===== src/rtl/regfile_scoreboard_pkg.sv =====
// Shared definitions for the register file and its multdiv scoreboard.
package regfile_scoreboard_pkg;

    localparam int DEFAULT_DATA_WIDTH = 32;
    localparam int DEFAULT_ADDR_WIDTH = 5;
    localparam int DEFAULT_MD_TIMEOUT = 64;

    localparam logic [4:0] REG_ZERO    = 5'd0;
    localparam logic [4:0] REG_RSTATUS = 5'd30;
    localparam logic [4:0] REG_RA      = 5'd31;

    typedef enum logic {
        IDLE = 1'b0,
        BUSY = 1'b1
    } sb_state_e;

endpackage


===== src/rtl/regfile_scoreboard_md_scoreboard.sv =====
// Tracks the single outstanding multdiv destination, raises decode stalls on
// RAW hazards against it, and clears itself if the result never arrives.
module md_scoreboard
    import regfile_scoreboard_pkg::*;
#(
    parameter int ADDR_WIDTH = DEFAULT_ADDR_WIDTH,
    parameter int MD_TIMEOUT = DEFAULT_MD_TIMEOUT
) (
    input  logic                  clk,
    input  logic                  rst_n,
    input  logic                  md_issue,
    input  logic [ADDR_WIDTH-1:0] md_rd,
    input  logic                  md_rdy,
    input  logic [ADDR_WIDTH-1:0] rd_a,
    input  logic [ADDR_WIDTH-1:0] rd_b,
    output logic                  hazard_stall,
    output logic                  md_busy,
    output logic                  md_timeout
);

    localparam int CNT_W = $clog2(MD_TIMEOUT);
    localparam logic [CNT_W-1:0]      WD_LAST  = CNT_W'(MD_TIMEOUT - 1);
    localparam logic [ADDR_WIDTH-1:0] ZERO_IDX = ADDR_WIDTH'(REG_ZERO);

    sb_state_e             state_r;
    logic [ADDR_WIDTH-1:0] pend_rd_r;
    logic [CNT_W-1:0]      wd_cnt_r;
    logic                  md_timeout_r;
    logic                  track_issue_s;
    logic                  rd_match_s;

    assign track_issue_s = md_issue && (md_rd != ZERO_IDX);

    // Scoreboard FSM with pending destination and watchdog counter.
    always_ff @(posedge clk or negedge rst_n) begin
        if (!rst_n) begin
            state_r      <= IDLE;
            pend_rd_r    <= ZERO_IDX;
            wd_cnt_r     <= '0;
            md_timeout_r <= 1'b0;
        end else begin
            md_timeout_r <= 1'b0;
            case (state_r)
                IDLE: begin
                    if (track_issue_s) begin
                        state_r   <= BUSY;
                        pend_rd_r <= md_rd;
                        wd_cnt_r  <= '0;
                    end
                end
                BUSY: begin
                    if (md_rdy) begin
                        // Back-to-back multdiv: retire the old one and track the new one.
                        if (track_issue_s) begin
                            pend_rd_r <= md_rd;
                            wd_cnt_r  <= '0;
                        end else begin
                            state_r <= IDLE;
                        end
                    end else if (wd_cnt_r == WD_LAST) begin
                        state_r      <= IDLE;
                        md_timeout_r <= 1'b1;
                    end else begin
                        wd_cnt_r <= wd_cnt_r + 1'b1;
                    end
                end
                default: begin
                    state_r <= IDLE;
                end
            endcase
        end
    end

    // Hazard detection against the pending destination.
    always_comb begin
        rd_match_s   = (rd_a == pend_rd_r) || (rd_b == pend_rd_r);
        md_busy      = (state_r == BUSY);
        hazard_stall = 1'b0;
        if ((state_r == BUSY) && !md_rdy) begin
            hazard_stall = rd_match_s;
        end else begin
            hazard_stall = 1'b0;
        end
    end

    assign md_timeout = md_timeout_r;

endmodule


===== src/rtl/regfile_scoreboard.sv =====
// Architectural register file with write-to-read bypass and a multdiv
// scoreboard for decode-stage RAW stalls.
module regfile_scoreboard
    import regfile_scoreboard_pkg::*;
#(
    parameter int DATA_WIDTH = DEFAULT_DATA_WIDTH,
    parameter int ADDR_WIDTH = DEFAULT_ADDR_WIDTH,
    parameter int MD_TIMEOUT = DEFAULT_MD_TIMEOUT
) (
    input  logic                  clock,
    input  logic                  ctrl_reset_n,
    input  logic                  ctrl_writeEnable,
    input  logic [ADDR_WIDTH-1:0] ctrl_writeReg,
    input  logic [DATA_WIDTH-1:0] data_writeReg,
    input  logic [ADDR_WIDTH-1:0] ctrl_readRegA,
    input  logic [ADDR_WIDTH-1:0] ctrl_readRegB,
    output logic [DATA_WIDTH-1:0] data_readRegA,
    output logic [DATA_WIDTH-1:0] data_readRegB,
    input  logic                  md_issue,
    input  logic [ADDR_WIDTH-1:0] md_rd,
    input  logic                  md_RDY,
    output logic                  hazard_stall,
    output logic                  md_busy,
    output logic                  md_timeout
);

    localparam int NREGS = 2 ** ADDR_WIDTH;
    localparam logic [ADDR_WIDTH-1:0] ZERO_IDX = ADDR_WIDTH'(REG_ZERO);

    logic [DATA_WIDTH-1:0] mem_r [0:NREGS-1];

    // Read-port mux: zero register, bypass of the in-flight write, then storage.
    function automatic logic [DATA_WIDTH-1:0] read_port(
        input logic                  rst_active,
        input logic [ADDR_WIDTH-1:0] idx,
        input logic [DATA_WIDTH-1:0] stored,
        input logic                  we,
        input logic [ADDR_WIDTH-1:0] wreg,
        input logic [DATA_WIDTH-1:0] wdata
    );
        logic [DATA_WIDTH-1:0] val;
        val = '0;
        if (rst_active || (idx == ZERO_IDX)) begin
            val = '0;
        end else if (we && (wreg == idx)) begin
            val = wdata;
        end else begin
            val = stored;
        end
        return val;
    endfunction

    // Register storage; index 0 is never written so it stays zero.
    always_ff @(posedge clock or negedge ctrl_reset_n) begin
        if (!ctrl_reset_n) begin
            for (int i = 0; i < NREGS; i++) begin
                mem_r[i] <= '0;
            end
        end else if (ctrl_writeEnable && (ctrl_writeReg != ZERO_IDX)) begin
            mem_r[ctrl_writeReg] <= data_writeReg;
        end
    end

    // Combinational operand reads.
    always_comb begin
        data_readRegA = read_port(!ctrl_reset_n, ctrl_readRegA, mem_r[ctrl_readRegA],
                                  ctrl_writeEnable, ctrl_writeReg, data_writeReg);
        data_readRegB = read_port(!ctrl_reset_n, ctrl_readRegB, mem_r[ctrl_readRegB],
                                  ctrl_writeEnable, ctrl_writeReg, data_writeReg);
    end

    md_scoreboard #(
        .ADDR_WIDTH (ADDR_WIDTH),
        .MD_TIMEOUT (MD_TIMEOUT)
    ) u_md_scoreboard (
        .clk          (clock),
        .rst_n        (ctrl_reset_n),
        .md_issue     (md_issue),
        .md_rd        (md_rd),
        .md_rdy       (md_RDY),
        .rd_a         (ctrl_readRegA),
        .rd_b         (ctrl_readRegB),
        .hazard_stall (hazard_stall),
        .md_busy      (md_busy),
        .md_timeout   (md_timeout)
    );

endmodule


===== config.mk =====
export PLATFORM = sky130hd
export DESIGN_NAME = regfile_scoreboard
export DESIGN_NICKNAME = d
export VERILOG_FILES = /design/src/rtl/regfile_scoreboard_pkg.sv /design/src/rtl/regfile_scoreboard_md_scoreboard.sv /design/src/rtl/regfile_scoreboard.sv
export SDC_FILE = /design/constraint.sdc
export NUM_CORES = 2
export LEC_CHECK = 0
export ABC_AREA = 1
export BUFFER_PORTS_ARGS = -buffer_cell sky130_fd_sc_hd__buf_2
export CAP_MARGIN = 10
export CORE_MARGIN = 4
export CORE_UTILIZATION = 40
export CTS_BUF_LIST = sky130_fd_sc_hd__clkbuf_2 sky130_fd_sc_hd__clkbuf_4 sky130_fd_sc_hd__clkbuf_8
export DETAILED_ROUTE_END_ITERATION = 10
export PLACE_DENSITY_LB_ADDON = 0.25
export SYNTH_ARGS = -nofsm -noshare
export SYNTH_HDL_FRONTEND = slang
export SYNTH_HIERARCHICAL = 1
export SYNTH_SLANG_ARGS = --single-unit

===== constraint.sdc =====
create_clock -name clock -period 2.2 [get_ports clock]
set_input_delay 0.44 -clock clock [delete_from_list [all_inputs] [get_ports clock]]
set_output_delay 0.44 -clock clock [all_outputs]
set_load 0.01 [all_outputs]

## Yosys cells after proc, flatten, opt, wreduce, memory -nomap -nowiden

Index checks and enable logic that the tools add are counted.

| word-level totals | value |
|---|---|
| output and inout bits | 67 |
| flip-flop bits (word level) | 1037 |
| bits in read-only memories | 0 |
| logic and storage cells | 95 |
| RAM bits | 0 |
| memories | 0 |
| latch bits | 0 |

| cells by class | value |
|---|---|
| eq/ne operators | 7 |
| bitwise logic cells | 4 |
| reductions and logical operators | 15 |
| divide/modulo/power cells | 0 |
| add/sub/neg operators | 1 |
| $mul | 0 |
| multiplexer cells | 28 |
| order comparisons | 4 |
| shifts and indexed selects | 0 |

Operators with widths:

| operator | number |
|---|---|
| bitwise mux 1024 bit | 1 |
| binary-select mux 32 bit (select 5 bit) | 2 |
| two-way mux 32 bit | 9 |
| demux 32 bit (select 5 bit) | 1 |
| == test 5 bit | 4 |
| >= comparator 6 bit (second input constant) | 3 |
| two-way mux 6 bit | 3 |
| inverter 5 -> 6 bit | 3 |
| one-hot mux 6 bit (2 select lines) | 1 |
| logical NOT 5 bit | 2 |
| two-way mux 5 bit | 2 |
| one-hot mux 5 bit (2 select lines) | 1 |
| nonzero test 5 bit | 2 |
| two-way mux 1 bit | 7 |
| adder 6 x 1 -> 6 bit (second input constant) | 1 |
| == test 6 bit (second input constant) | 1 |
| logical AND 1 bit | 6 |
| less-than comparator 6 x 1 -> 1 bit (second input constant) | 1 |
| logical OR 1 bit | 3 |
| inequality test 3 bit (second input constant) | 1 |
| logical NOT 1 bit | 2 |
| inequality test 2 bit (second input constant) | 1 |
| one-hot mux 1 bit (2 select lines) | 1 |
| inverter 1 bit | 1 |

## Logic depth before layout (Yosys ltp)

| logic depth | value |
|---|---|
| depth in word-level cells | 6 |
| mapped depth | 11 |
| depth with buffers taken out | 9 |

## By module

The synthesis kept the hierarchy.

By module, submodules not included:

| module | times used | sequential area each (um^2) | cells an instance | area each (um^2) |
|---|---|---|---|---|
| regfile_scoreboard | 1 | 25624.6 | 9190 | 59360.7 |
| md_scoreboard | 1 | 325.3 | 125 | 928.4 |

## Worst setup path after synthesis

OpenSTA, ideal clock, no wires.

| timing | value |
|---|---|
| path kind | input -> output |
| start point | input port ctrl_readRegA[3] |
| end point | output port data_readRegA[23] |
| path slack | 0.014 ns |
| buffers on the path | 2 |
| arrival | 1.746 ns |
| cell stages on the path | 8 |
| path through | clkbuf_1 clkinv_1 o22ai_1 nor2_1 nand3_1 clkbuf_1 o21ai_0 a21oi_1 |

| on the way | value |
|---|---|
| word-level cells in the longest chain between the ends | 6 |
| elaborated cells on any way between the ends | 10 |

RTL lines:

| what | line | text |
|---|---|---|
| start: declaration | regfile_scoreboard.sv:15 | `input logic [ADDR_WIDTH-1:0] ctrl_readRegA,` |
| inverter 5 -> 6 bit (not written as such) | regfile_scoreboard.sv:66 | `data_readRegA = read_port(!ctrl_reset_n, ctrl_readRegA, mem_r[ctrl_readRegA],` |
| binary-select mux 32 bit (select 5 bit) | regfile_scoreboard.sv:66 |  |
| two-way mux 32 bit (not written as such) (2 in series) | regfile_scoreboard.sv:66 |  |
| two-way mux 32 bit | regfile_scoreboard.sv:45 | `end else if (we && (wreg == idx)) begin` |
| two-way mux 32 bit (*) | regfile_scoreboard.sv:43 | `if (rst_active \|\| (idx == ZERO_IDX)) begin` |
| end: declaration | regfile_scoreboard.sv:17 | `output logic [DATA_WIDTH-1:0] data_readRegA,` |

Mark *: on every way between the ends. The rest lies on a longest branch, timed or not. The select of a mux whose other input is x is not followed.

## Worst setup path after layout

| timing | value |
|---|---|
| start point | register mem_r[985] (netlist bit) |
| end point | output port data_readRegA[25] |

| on the way | value |
|---|---|
| word-level cells in the longest chain between the ends | 5 |

RTL lines:

| what | line | text |
|---|---|---|
| start: declaration | regfile_scoreboard.sv:30 | `logic [DATA_WIDTH-1:0] mem_r [0:NREGS-1];` |
| start signal: indexed assignment | regfile_scoreboard.sv:60 | `mem_r[ctrl_writeReg] <= data_writeReg;` |
| binary-select mux 32 bit (select 5 bit) | regfile_scoreboard.sv:66 |  |
| two-way mux 32 bit (not written as such) (2 in series) | regfile_scoreboard.sv:66 |  |
| two-way mux 32 bit | regfile_scoreboard.sv:45 |  |
| two-way mux 32 bit | regfile_scoreboard.sv:43 |  |

No other way between the ends. The select of a mux whose other input is x is not followed.

==> metrics.md <==
| Metric | Value |
|---|---|
| Status | complete, but fails checks |
| Failing checks | negative setup slack |
| Highest metal used | met5 |
| Metal3 WL | 25300 um |
| Largest net degree at the start of global routing | 172 |
| Final cell count without fillers | 11700 |
| Most frequent cell on the critical path | nand2_1 |
| CTS max path bufs | 3 |
| Metal-1 WL | 99300 um |
| R2R depth | 7 |
| Post-detailed-route count of antenna-violating nets | 0 |
| Vias in the first global route | 59600 |
| Area grow syn2layout | 23.9% |
| Cell taking the most area after synthesis | dfrtp_1 |
| CTS Buf Count | 183 |
| Worst Path Max Fanout | 3 |
| Post-synthesis cell type count | 34 |
| Lkg Pwr | 0.0368 uW |
| YS warnings | 6 |
| Layout filler cell count | 14800 |
| TNS Setup | -27500 ps |
| Synthesized area | 60300 um^2 |
| GRT Overall Usage | 0.308 |
| DR vias | 64000 |
| Top-area cell type share of the netlist area | 0.430 |
| Delay-heaviest family, CP | simple AND/OR/NAND/NOR gates |
| Nets@finish | 9608 |
| Pre-CTS setup slack | -592 ps |
| Cells after DPL | 11300 |
| CP peak stage delay | 370 ps |
| Worst path bufs/invs | 1 |
| Num ports | 124 |
| GPL Wtd Cong | 0.927 |
| Post-synth ARST share | 1.00 |
| Post-Syn Area per Cell | 6.47 um^2 |
| Cell breakdown of the critical path | nand2_1, nand3_1, nand2_1, nor2_1, nand2_1, nand3_2, nand2_4, a21oi_4, buf_6 |
| CTS sink cnt | 1037 |
| Drt total wl | 248000 um |
| Post-synth EDFFs | 0 |
| Initial DRC Count | 7418 |
| Post-DP Area | 67700 um^2 |
| Pre-Repair DR Iteration Count | 6 |
| # setup viols final | 65 |
| Worst-Skew Late Latency | 950 ps |
| Port Buffers | 123 |
| WP data arrival | 2290 ps |
| Layout cells sized above 1 | 0.172 |
| Syn_nets | 9373 |
| Clk_skew | 24.9 ps |
| DRC violations left | 0 |
| RSZ-0062 raised after global routing | yes |
| Required time of the critical path | 1760 ps |
| Clk slew on worst S/H paths | 60 ps |
| Core footprint | 150000 um^2 |
| Post-synth top cells | 3682 x nand2_1, 1163 x nand3_1, 1037 x dfrtp_1 |
| Crit start category | flip-flop |
| Final Hold Viols | 0 |
| Sequential Area | 25900 um^2 |
| Period utilisation layout | 1.24 |
| Combined area of the multi-input logic cells | 30700 um^2 |
| Top_reg_cell synth | dfrtp_1 |
| Hold slack | 104 ps |
| Worst vdd ir | 0.545 mV |
| Routed vias/inst | 5.46 |
| Post-Syn Instances | 9315 |
| Die H | 396 um |
| Number of synthesized register bits | 1037 |
| CP Capture Type | output port |
| Crit path kind | reg2out |
| PwrDens | 783 nW/um^2 |
| Die area | 157000 um^2 |
| Seq/Total Area, Yosys | 0.430 |
| Post-layout min period | 2730 ps |
| DR WL/cell | 21.2 um |
| Total gr overflow | 0 |
| Hold-critical path endpoint | u_md_scoreboard/md_busy |
| Initial antenna violation count | 20 |
| Max-cap violations | 0 |
| FMAX | 366 MHz |
| R2R Path Start | u_md_scoreboard/md_busy |
| Area contributors post-synth | dfrtp_1 43%, nand2_1 23%, nand3_1 9.7% |
| Max-Slew Margin vs Limit | 0.443 |
| Most frequent cell after synthesis | nand2_1 |
| Hold Startpoint | md_issue |
| Starting Density | 0.403 |
| Register-to-register setup slack | 420 ps |
| Hold Path Depth | 5 |
| Post-route cell area | 74700 um^2 |
| Slew Viols, Final | 0 |
| CTS tree | yes |
| Hold Path Class | in2reg |
| DP Wirelength | 157000 um |
| Row count | 142 |
| Worst slew pin tran | 835 ps |
| Worst R2R End | u_md_scoreboard/pend_rd_r[1] |
| Root buffer cell | clkbuf_8 |
| Final worst slack | -532 ps |
| Die Span X | 396 um |
| Slowest CP cell | dfrtp_1 |
| CTS H-Tree Depth | 4 |
| Met2 WL | 107000 um |
| First-pass GRT wire length | 371000 um |
-- routing by layer --
metal  up-vias  GRT usage
met5         -          0
met4         4      0.180
met3       845     0.0623
met2      3678      0.467
met1     29900      0.408
li1      29600          -
-- per-stage QoR --
stage	power, uW	util
2_1_floorplan	33100	-
3_3_place_gp	37600	0.452
3_5_place_dp	38000	0.452
4_1_cts	58000	0.489
5_1_grt	61900	0.499
6_report	58500	0.499
-- logic make-up (layout without fill, tap and decap cells) --
| family | count (synthesis) | after routing | synth area share |
|---|---|---|---|
| AOI/OAI and AO/OA | 1145 | 1145 | 0.0958 |
| xor gates and xnor gates | 3 | 3 | 0.000436 |
| adders and majority gates | 1 | 1 | 0.000208 |
| buffers and inverters | 1468 | 1844 | 0.0937 |
| DFF | 1037 | 1037 | 0.430 |
| other | 0 | 13 | 0 |
| and+or+nand+nor | 5661 | 5661 | 0.380 |
-- final cells by class --
class / instances / area share
tap: 2016 / 0.0338
sequential: 1037 / 0.347
timing repair buffer: 793 / 0.118
multi-input combinational: 6810 / 0.411
clock inverter: 43 / 0.00476
antenna: 13 / 0.000435
inverter: 725 / 0.0369
clock buffer: 283 / 0.0479
-- worst reg2reg max path: stages, from the launching register on --
cell,delay [ps]
dfrtp_1,410
nand2_4,160
inv_6,70
nor2_4,100
o21ai_4,190
nand2_1,130
o21ai_2,50
dlygate4sd3_1,570
-- sequential cells by signal, summed over array words and instances, names as in the netlist --
register	flops
u_md_scoreboard/md_busy	1
u_md_scoreboard/wd_cnt_r	6
mem_r	1024
u_md_scoreboard/md_timeout	1
u_md_scoreboard/pend_rd_r	5
-- what timing repair did --
action,CTS,global route
cloned,0,3
setup buffers,18,60
endpoints found under the hold margin,426,0
resized for setup,285,302
endpoints found under the setup margin,65,498
pin swaps,197,316
hold buffers,46,0
-- cell usage in the layout, fill, tap and decap left out, types with 8 or more instances in the layout --
master	instances
o21ai_0	994
nand3_1	1005
inv_2	106
o21ai_1	66
nand3_2	157
nand2_4	49
o22ai_1	8
dlygate4sd3_1	46
dfrtp_1	1037
diode_2	13
clkinv_2	25
buf_12	213
nor2_4	21
buf_4	398
inv_1	606
a21oi_4	12
clkbuf_8	233
buf_6	31
nand2_2	87
a21oi_2	50
clkinvlp_4	9
buf_2	93
clkbuf_4	50
nor2_2	81
nand2_1	3552
nor2_1	691
-- power breakdown --
| part | internal, uW | switching [uW] |
|---|---|---|
| sequential | 22700 | 2080 |
| combinational | 5380 | 8930 |
| clock | 10700 | 8720 |
| total | 38800 | 19700 |
-- worst max path at each step --
stage	to	from	cells after the start
finish	data_readRegA[25]	mem_r[985]	9
global route	data_readRegA[25]	mem_r[1017]	9
CTS	data_readRegA[25]	mem_r[217]	9
detailed placement	data_readRegB[25]	ctrl_readRegB[0]	9
global placement	data_readRegB[25]	ctrl_readRegB[4]	9
floorplan	data_readRegA[23]	ctrl_readRegA[3]	8
Note: power is estimated with default switching activity, not from simulation.
